File: src/rtl/fir_ctrl_pkg.sv
// Shared types and constants for the FIR impulse-response bank controller
// and the FIR filter wrappers that size their weight ports from it.
package fir_ctrl_pkg;

    localparam int FXP_SIZE_DEF    = 16;
    localparam int WINDOW_SIZE_DEF = 16;

    typedef enum logic [1:0] {
        IDLE  = 2'd0,
        LOAD  = 2'd1,
        ARMED = 2'd2
    } ir_state_t;

    // Tap counter width; kept at least one bit so a 2-tap window still has a counter.
    function automatic int cnt_width(input int n);
        return (n > 2) ? $clog2(n) : 1;
    endfunction

endpackage

File: src/rtl/ir_bank_regfile.sv
// Two-bank IR coefficient storage: writes go to the shadow bank, o_ir shows the active one.
// Optional registered readback of the active bank when FIR_IR_READBACK_EN is defined.
module ir_bank_regfile
    import fir_ctrl_pkg::*;
#(
    parameter int FXP_SIZE    = FXP_SIZE_DEF,
    parameter int WINDOW_SIZE = WINDOW_SIZE_DEF,
    parameter int CNT_W       = cnt_width(WINDOW_SIZE)
) (
    input  logic                            clk,
    input  logic                            rst,
    input  logic                            wr_en,
    input  logic [CNT_W-1:0]                wr_idx,
    input  logic [FXP_SIZE-1:0]             wr_data,
    input  logic                            swap,
    output logic                            bank_sel,
    output logic [WINDOW_SIZE*FXP_SIZE-1:0] ir
`ifdef FIR_IR_READBACK_EN
    ,
    input  logic [CNT_W-1:0]                rd_idx,
    output logic [FXP_SIZE-1:0]             rd_data
`endif
);

    logic [WINDOW_SIZE-1:0][FXP_SIZE-1:0] bank0;
    logic [WINDOW_SIZE-1:0][FXP_SIZE-1:0] bank1;
    logic [WINDOW_SIZE-1:0][FXP_SIZE-1:0] active;

    always_ff @(posedge clk or negedge rst) begin
        if (!rst) begin
            bank0    <= '0;
            bank1    <= '0;
            bank_sel <= 1'b0;
        end else begin
            // The shadow bank is always the one not selected.
            if (wr_en) begin
                if (bank_sel) bank0[wr_idx] <= wr_data;
                else          bank1[wr_idx] <= wr_data;
            end
            if (swap) bank_sel <= ~bank_sel;
        end
    end

    assign active = bank_sel ? bank1 : bank0;
    assign ir     = active;

`ifdef FIR_IR_READBACK_EN
    always_ff @(posedge clk or negedge rst) begin
        if (!rst) begin
            rd_data <= '0;
        end else if (int'(rd_idx) < WINDOW_SIZE) begin
            rd_data <= active[rd_idx];
        end else begin
            rd_data <= '0;
        end
    end
`endif

endmodule

File: src/rtl/fir_ir_bank_controller.sv
// Serial IR loader with atomic shadow/active bank swap on a sample boundary.
// Define FIR_IR_READBACK_EN to add the rd_idx/rd_data readback port.
module fir_ir_bank_controller
    import fir_ctrl_pkg::*;
#(
    parameter int FXP_SIZE    = FXP_SIZE_DEF,
    parameter int WINDOW_SIZE = WINDOW_SIZE_DEF
) (
    input  logic                            clk,
    input  logic                            rst,
    input  logic                            cfg_start,
    input  logic                            cfg_valid,
    input  logic [FXP_SIZE-1:0]             cfg_data,
    output logic                            cfg_ready,
    input  logic                            cfg_abort,
    input  logic                            sample_valid,
    output logic [WINDOW_SIZE*FXP_SIZE-1:0] o_ir,
    output logic                            o_bank_sel,
    output logic                            o_busy,
    output logic                            o_swap_done,
    output logic                            o_error,
    output ir_state_t                       o_state
`ifdef FIR_IR_READBACK_EN
    ,
    input  logic [cnt_width(WINDOW_SIZE)-1:0] rd_idx,
    output logic [FXP_SIZE-1:0]               rd_data
`endif
);

    localparam int               CNT_W    = cnt_width(WINDOW_SIZE);
    localparam logic [CNT_W-1:0] LAST_TAP = CNT_W'(WINDOW_SIZE - 1);

    // Handshake: a coefficient is taken on any cycle where cfg_valid && cfg_ready;
    // cfg_ready is a registered function of state and never depends on cfg_valid.
    ir_state_t        state;
    logic [CNT_W-1:0] tap_cnt;
    logic             wr_en;
    logic             swap;

    assign wr_en = (state == LOAD) && cfg_valid && !cfg_abort && !cfg_start;
    assign swap  = (state == ARMED) && sample_valid && !cfg_abort && !cfg_start;

    always_ff @(posedge clk or negedge rst) begin
        if (!rst) begin
            state       <= IDLE;
            tap_cnt     <= '0;
            cfg_ready   <= 1'b0;
            o_busy      <= 1'b0;
            o_swap_done <= 1'b0;
            o_error     <= 1'b0;
        end else begin
            o_swap_done <= 1'b0;
            case (state)
                IDLE: begin
                    // A start coinciding with an abort is dropped.
                    if (cfg_start && !cfg_abort) begin
                        tap_cnt   <= '0;
                        o_error   <= 1'b0;
                        state     <= LOAD;
                        cfg_ready <= 1'b1;
                        o_busy    <= 1'b1;
                    end
                end
                LOAD, ARMED: begin
                    if (cfg_abort) begin
                        tap_cnt   <= '0;
                        state     <= IDLE;
                        cfg_ready <= 1'b0;
                        o_busy    <= 1'b0;
                    end else if (cfg_start) begin
                        tap_cnt   <= '0;
                        o_error   <= 1'b1;
                        state     <= LOAD;
                        cfg_ready <= 1'b1;
                        o_busy    <= 1'b1;
                    end else if (wr_en) begin
                        if (tap_cnt == LAST_TAP) begin
                            tap_cnt   <= '0;
                            state     <= ARMED;
                            cfg_ready <= 1'b0;
                        end else begin
                            tap_cnt <= tap_cnt + 1'b1;
                        end
                    end else if (swap) begin
                        state       <= IDLE;
                        o_busy      <= 1'b0;
                        o_swap_done <= 1'b1;
                    end
                end
                default: begin
                    state     <= IDLE;
                    cfg_ready <= 1'b0;
                    o_busy    <= 1'b0;
                end
            endcase
        end
    end

    assign o_state = state;

    ir_bank_regfile #(
        .FXP_SIZE    (FXP_SIZE),
        .WINDOW_SIZE (WINDOW_SIZE),
        .CNT_W       (CNT_W)
    ) u_regfile (
        .clk      (clk),
        .rst      (rst),
        .wr_en    (wr_en),
        .wr_idx   (tap_cnt),
        .wr_data  (cfg_data),
        .swap     (swap),
        .bank_sel (o_bank_sel),
        .ir       (o_ir)
`ifdef FIR_IR_READBACK_EN
        ,
        .rd_idx   (rd_idx),
        .rd_data  (rd_data)
`endif
    );

endmodule

File: config.mk
export PLATFORM = sky130hd
export DESIGN_NAME = fir_ir_bank_controller
export DESIGN_NICKNAME = d
export VERILOG_FILES = /design/src/rtl/fir_ctrl_pkg.sv /design/src/rtl/ir_bank_regfile.sv /design/src/rtl/fir_ir_bank_controller.sv
export SDC_FILE = /design/constraint.sdc
export NUM_CORES = 1
export LEC_CHECK = 0
export ABC_AREA = 1
export CORE_MARGIN = 3
export CORE_UTILIZATION = 43
export CTS_CLUSTER_DIAMETER = 120
export DETAILED_ROUTE_END_ITERATION = 6
export GPL_TIMING_DRIVEN = 1
export PLACE_DENSITY_LB_ADDON = 0.12
export SYNTH_ARGS = -nofsm -noshare
export SYNTH_HDL_FRONTEND = slang
export SYNTH_HIERARCHICAL = 1
export SYNTH_SLANG_ARGS = --single-unit
File: constraint.sdc
create_clock -name clk -period 1.92 [get_ports clk]
set_input_delay 0.192 -clock clk [delete_from_list [all_inputs] [get_ports clk]]
set_output_delay 0.192 -clock clk [all_outputs]
set_load 0.02 [all_outputs]
==> qor.csv <==
stage;metric;value;unit
status;outcome;finished with violations;
status;violated checks;negative setup slack;
grt;largest net degree at the start of global routing;80;
worst_setup_path;Reg2Reg Depth;9;
sta;Slew Viols, Final;0;
synthesis;Synth Area in Compound Gates;0.222;%
cts;TritonCTS buffer count;57;
floorplan;Horiz. Die Dim;243;um
layout;area of the multi-input gates;10100;um^2
worst_setup_path;Stages on worst setup path;5;
sta;Final setup viols;736;
synthesis;Post-Syn Instances;3224;
worst_setup_path;CP Max Fanout;26;
sta;Final min period;2.26;ns
grt;first-pass GRT wire length;129000;um
worst_setup_path;Max stage delay on crit path;0.55;ns
synthesis;#FFs+latches synth;523;
worst_setup_path;critical path launch point type;flop;
sta;setup_tns;-113.77;ns
grt;vias in the first global route;21700;
placement;Placement Cell Area;29100;um^2
worst_setup_path;Cell Chain, Critical Path;inv_12 > buf_12 > nand2_1 > nand2_1 > clkdlybuf4s15_2;
worst_setup_path;Worst Path Buf+Inv;3;
placement;dpl hpwl;51300;um
cts;CTS max path bufs;3;
run;Max Cap Viol;0;
worst_setup_path;Crit Path Class;flop to primary output;
routing;WL/cell;19.5;um
layout;n_diodes;0;
grt;initial antenna violation count;1;
layout;fin area;30800;um^2
grt;total grt overflow;0;
routing;first-pass detailed-route iteration total;5;
sta;Hold Fails Final Rpt;0;
cts;CTS Root Buffer Type;clkbuf_16;
sta;Tightest Pin Transition;0.572;ns
routing;metal1 wirelength;35700;um
placement;PortBufs;284;
sta;RSZ-0062 raised after global routing;yes;
routing;DRC errors left;0;
cts;Num Clock Sinks;523;
cts;clock tree from TritonCTS;yes;
min_path;HP Class;input port to flop;
synthesis;mux cell area share after synthesis;0;%
routing;top sig layer;met5;
power_and_ir_drop;Max rail drop VDD;0.000683;V
routing;antenna-violating nets left;0;
sta;fmax;443;MHz
synthesis;synthesized area per cell;7.50;um^2
layout;share of cells above drive strength 1;15.7;%
layout;fillers;5210;
power_and_ir_drop;pwr dens;942;nW/um^2
sta;part of the cycle the worst path needs;118;%
layout;Area Growth Syn to Fin;27.2;%
cts;insertion delay to the later sink of the worst-skew pair;0.61;ns
routing;WL met3;5870;um
worst_setup_path;Worst R2R Setup Slack;-0.24;ns
power_and_ir_drop;P_leak;17.4;nW
synthesis;post-synthesis cell area;24200;um^2
cts;CTS clk-pin slew, worst paths;0.06;ns
grt;GRT Util Overall;27.7;%
layout;register area;13100;um^2
worst_setup_path;Worst Setup End Kind;primary output;
routing;DR iter-0 viols;2019;
floorplan;IO Count;285;
synthesis;xor/xnor cell area share of the yosys netlist;0.0724;%
floorplan;Starting Density;43.7;%
cts;H-tree lvl count;2;
worst_setup_path;Crit path max-delay family;buffers and inverters;
routing;wire length on met2;39600;um
floorplan;Die Y;243;um
synthesis;largest family of logic cells by synthesized area;simple AND/OR/NAND/NOR gates;
placement;placer congestion estimate;0.874;
synthesis;Post-Synth Simple-Gate Area;40.6;%
worst_setup_path;Data required, critical path;1.73;ns
routing;Routed WL;83300;um
synthesis;sequential area share after synthesis;54.1;%
sta;Final WS setup;-0.336;ns
routing;DR vias;22600;
routing;vias per cell;5.31;
min_path;Hold Crit Depth;3;
floorplan;die area;59100;um^2
floorplan;core area;55400;um^2
synthesis;Yosys warnings;6;
worst_setup_path;Critical-path top delay cell;dfrtp_4;
worst_setup_path;crit path DAT;2.06;ns
sta;Setup Skew;0.0225;ns
synthesis;Post-Synth Adder-Cell Area;0.259;%
floorplan;# rows;86;
layout;nets@finish;3507;
synthesis;post-synth net total;3251;
worst_setup_path;most frequent cell on the critical path;nand2_1;
sta;Relative slew margins;61.9;%
synthesis;Unique masters post-synth;22;
-- timing repair --
item | CTS | global route
pin swaps | 1 | 3
setup buffers | 2 | 0
setup endpoints to repair | 389 | 770
resized for setup | 646 | 259
endpoints found under the hold margin | 261 | 0
cloned | 2 | 2
hold buffers | 2 | 0
-- worst min-delay path, cell delays in order --
cell	delay, ns
buf_2	0.23
nand3_1	0.14
nand2_1	0.05
-- kinds of logic (layout without fill, tap and decap cells) --
logic type                 Yosys count  after routing
xor gates and xnor gates             2              2
adders and majority gates            5              5
and+or+nand+nor                   2415           2415
buffers and inverters              271            567
AOI/OAI and AO/OA                    8              8
DFF                                523            523
-- per-layer routing --
layer,vias to the layer above,global-route usage (%)
met1,11000,38.4
li1,10600,-
met3,123,4.74
met5,-,0
met4,2,7.08
met2,873,45.4
-- final cells by class --
| type | count | area share [%] |
|---|---|---|
| Clock buffer | 84 | 5.35 |
| Clock inverter | 15 | 0.419 |
| Inverter | 20 | 0.370 |
| Multi-Input combinational cell | 2430 | 32.9 |
| Sequential cell | 523 | 42.5 |
| Tap cell | 748 | 3.04 |
| Timing Repair Buffer | 446 | 15.3 |
| Timing Repair inverter | 2 | 0.0813 |
-- synth_stat cells --
cell type | number | area, um^2
o21ai_4 | 1 | 16.3
dfrtp_1 | 523 | 13100
nor2_4 | 1 | 11.3
xor2_1 | 1 | 8.76
nand4_1 | 67 | 419
o31ai_1 | 1 | 7.51
nand2_1 | 1860 | 6980
clkbuf_1 | 151 | 567
a21oi_1 | 1 | 5.00
nand3_1 | 456 | 2280
nand3b_1 | 1 | 7.51
buf_1 | 11 | 41.3
ha_1 | 5 | 62.6
o21ai_1 | 2 | 10.0
buf_2 | 88 | 440
inv_2 | 1 | 3.75
nor2_1 | 29 | 109
nor2_2 | 1 | 6.26
inv_1 | 19 | 71.3
xnor2_1 | 1 | 8.76
o21ai_0 | 3 | 15.0
bufbuf_16 | 1 | 32.5
-- power breakdown --
part | internal, mW | leakage (nW) | switching (mW)
Clock | 6.15 | 0.886 | 4.46
Combinational | 2.18 | 9.26 | 4.33
Sequential | 11.5 | 7.26 | 0.339
Total | 19.9 | 17.4 | 9.12
-- state kept, by name (all words and copies together) (netlist names) --
name	cells
tap_cnt	4
u_regfile/bank1	256
o_state	2
u_regfile/bank0	256
u_regfile/bank_sel	1
o_error	1
o_swap_done	1
o_busy	1
cfg_ready	1
-- cells in the final DEF, fill, tap and decap left out, types with 2 or more instances in the layout --
cell type,n
nand2_1,1828
dfrtp_1,521
nand3_1,453
clkdlybuf4s15_2,83
clkbuf_2,82
buf_12,81
buf_4,80
nand4_1,67
clkbuf_16,57
buf_2,37
buf_6,34
nand2_2,30
dlygate4sd2_1,28
inv_1,17
nor2_2,15
clkbuf_1,15
nor2_1,12
clkinv_2,12
clkbuf_8,12
clkdlybuf4s50_1,10
ha_1,5
nor2_4,4
buf_16,4
o21ai_0,3
bufinv_16,3
nand3_2,3
o21ai_1,2
bufbuf_16,2
dlygate4sd3_1,2
buf_8,2
-- path summary, 6_finish.rpt --
check                                     start              endpoint
max                          u_regfile/bank_sel              o_ir[48]
min                                 cfg_data[4]  u_regfile/bank1[228]
max reg2reg                  u_regfile/bank_sel  u_regfile/bank1[164]
min reg2reg                u_regfile/bank0[170]  u_regfile/bank0[170]
max in group asynchronous                   rst            o_state[1]
min in group asynchronous                   rst  u_regfile/bank0[191]
-- per-stage QoR --
stage	power, mW	hold slack (ns)	instances	utilization [%]	setup slack (ns)
4_1_cts	29.2	0.0123	4266	56.0	-0.367
6_report	29.0	0.0541	4268	55.5	-0.336
3_5_place_dp	18.3	0.130	4161	52.6	-0.192
3_3_place_gp	18.2	0.131	4161	52.6	-0.153
2_1_floorplan	15.2	-0.104	3224	-	0.00309
5_1_grt	30.2	0.0376	4268	55.5	-0.434
Power figures use the tool's default switching activity.
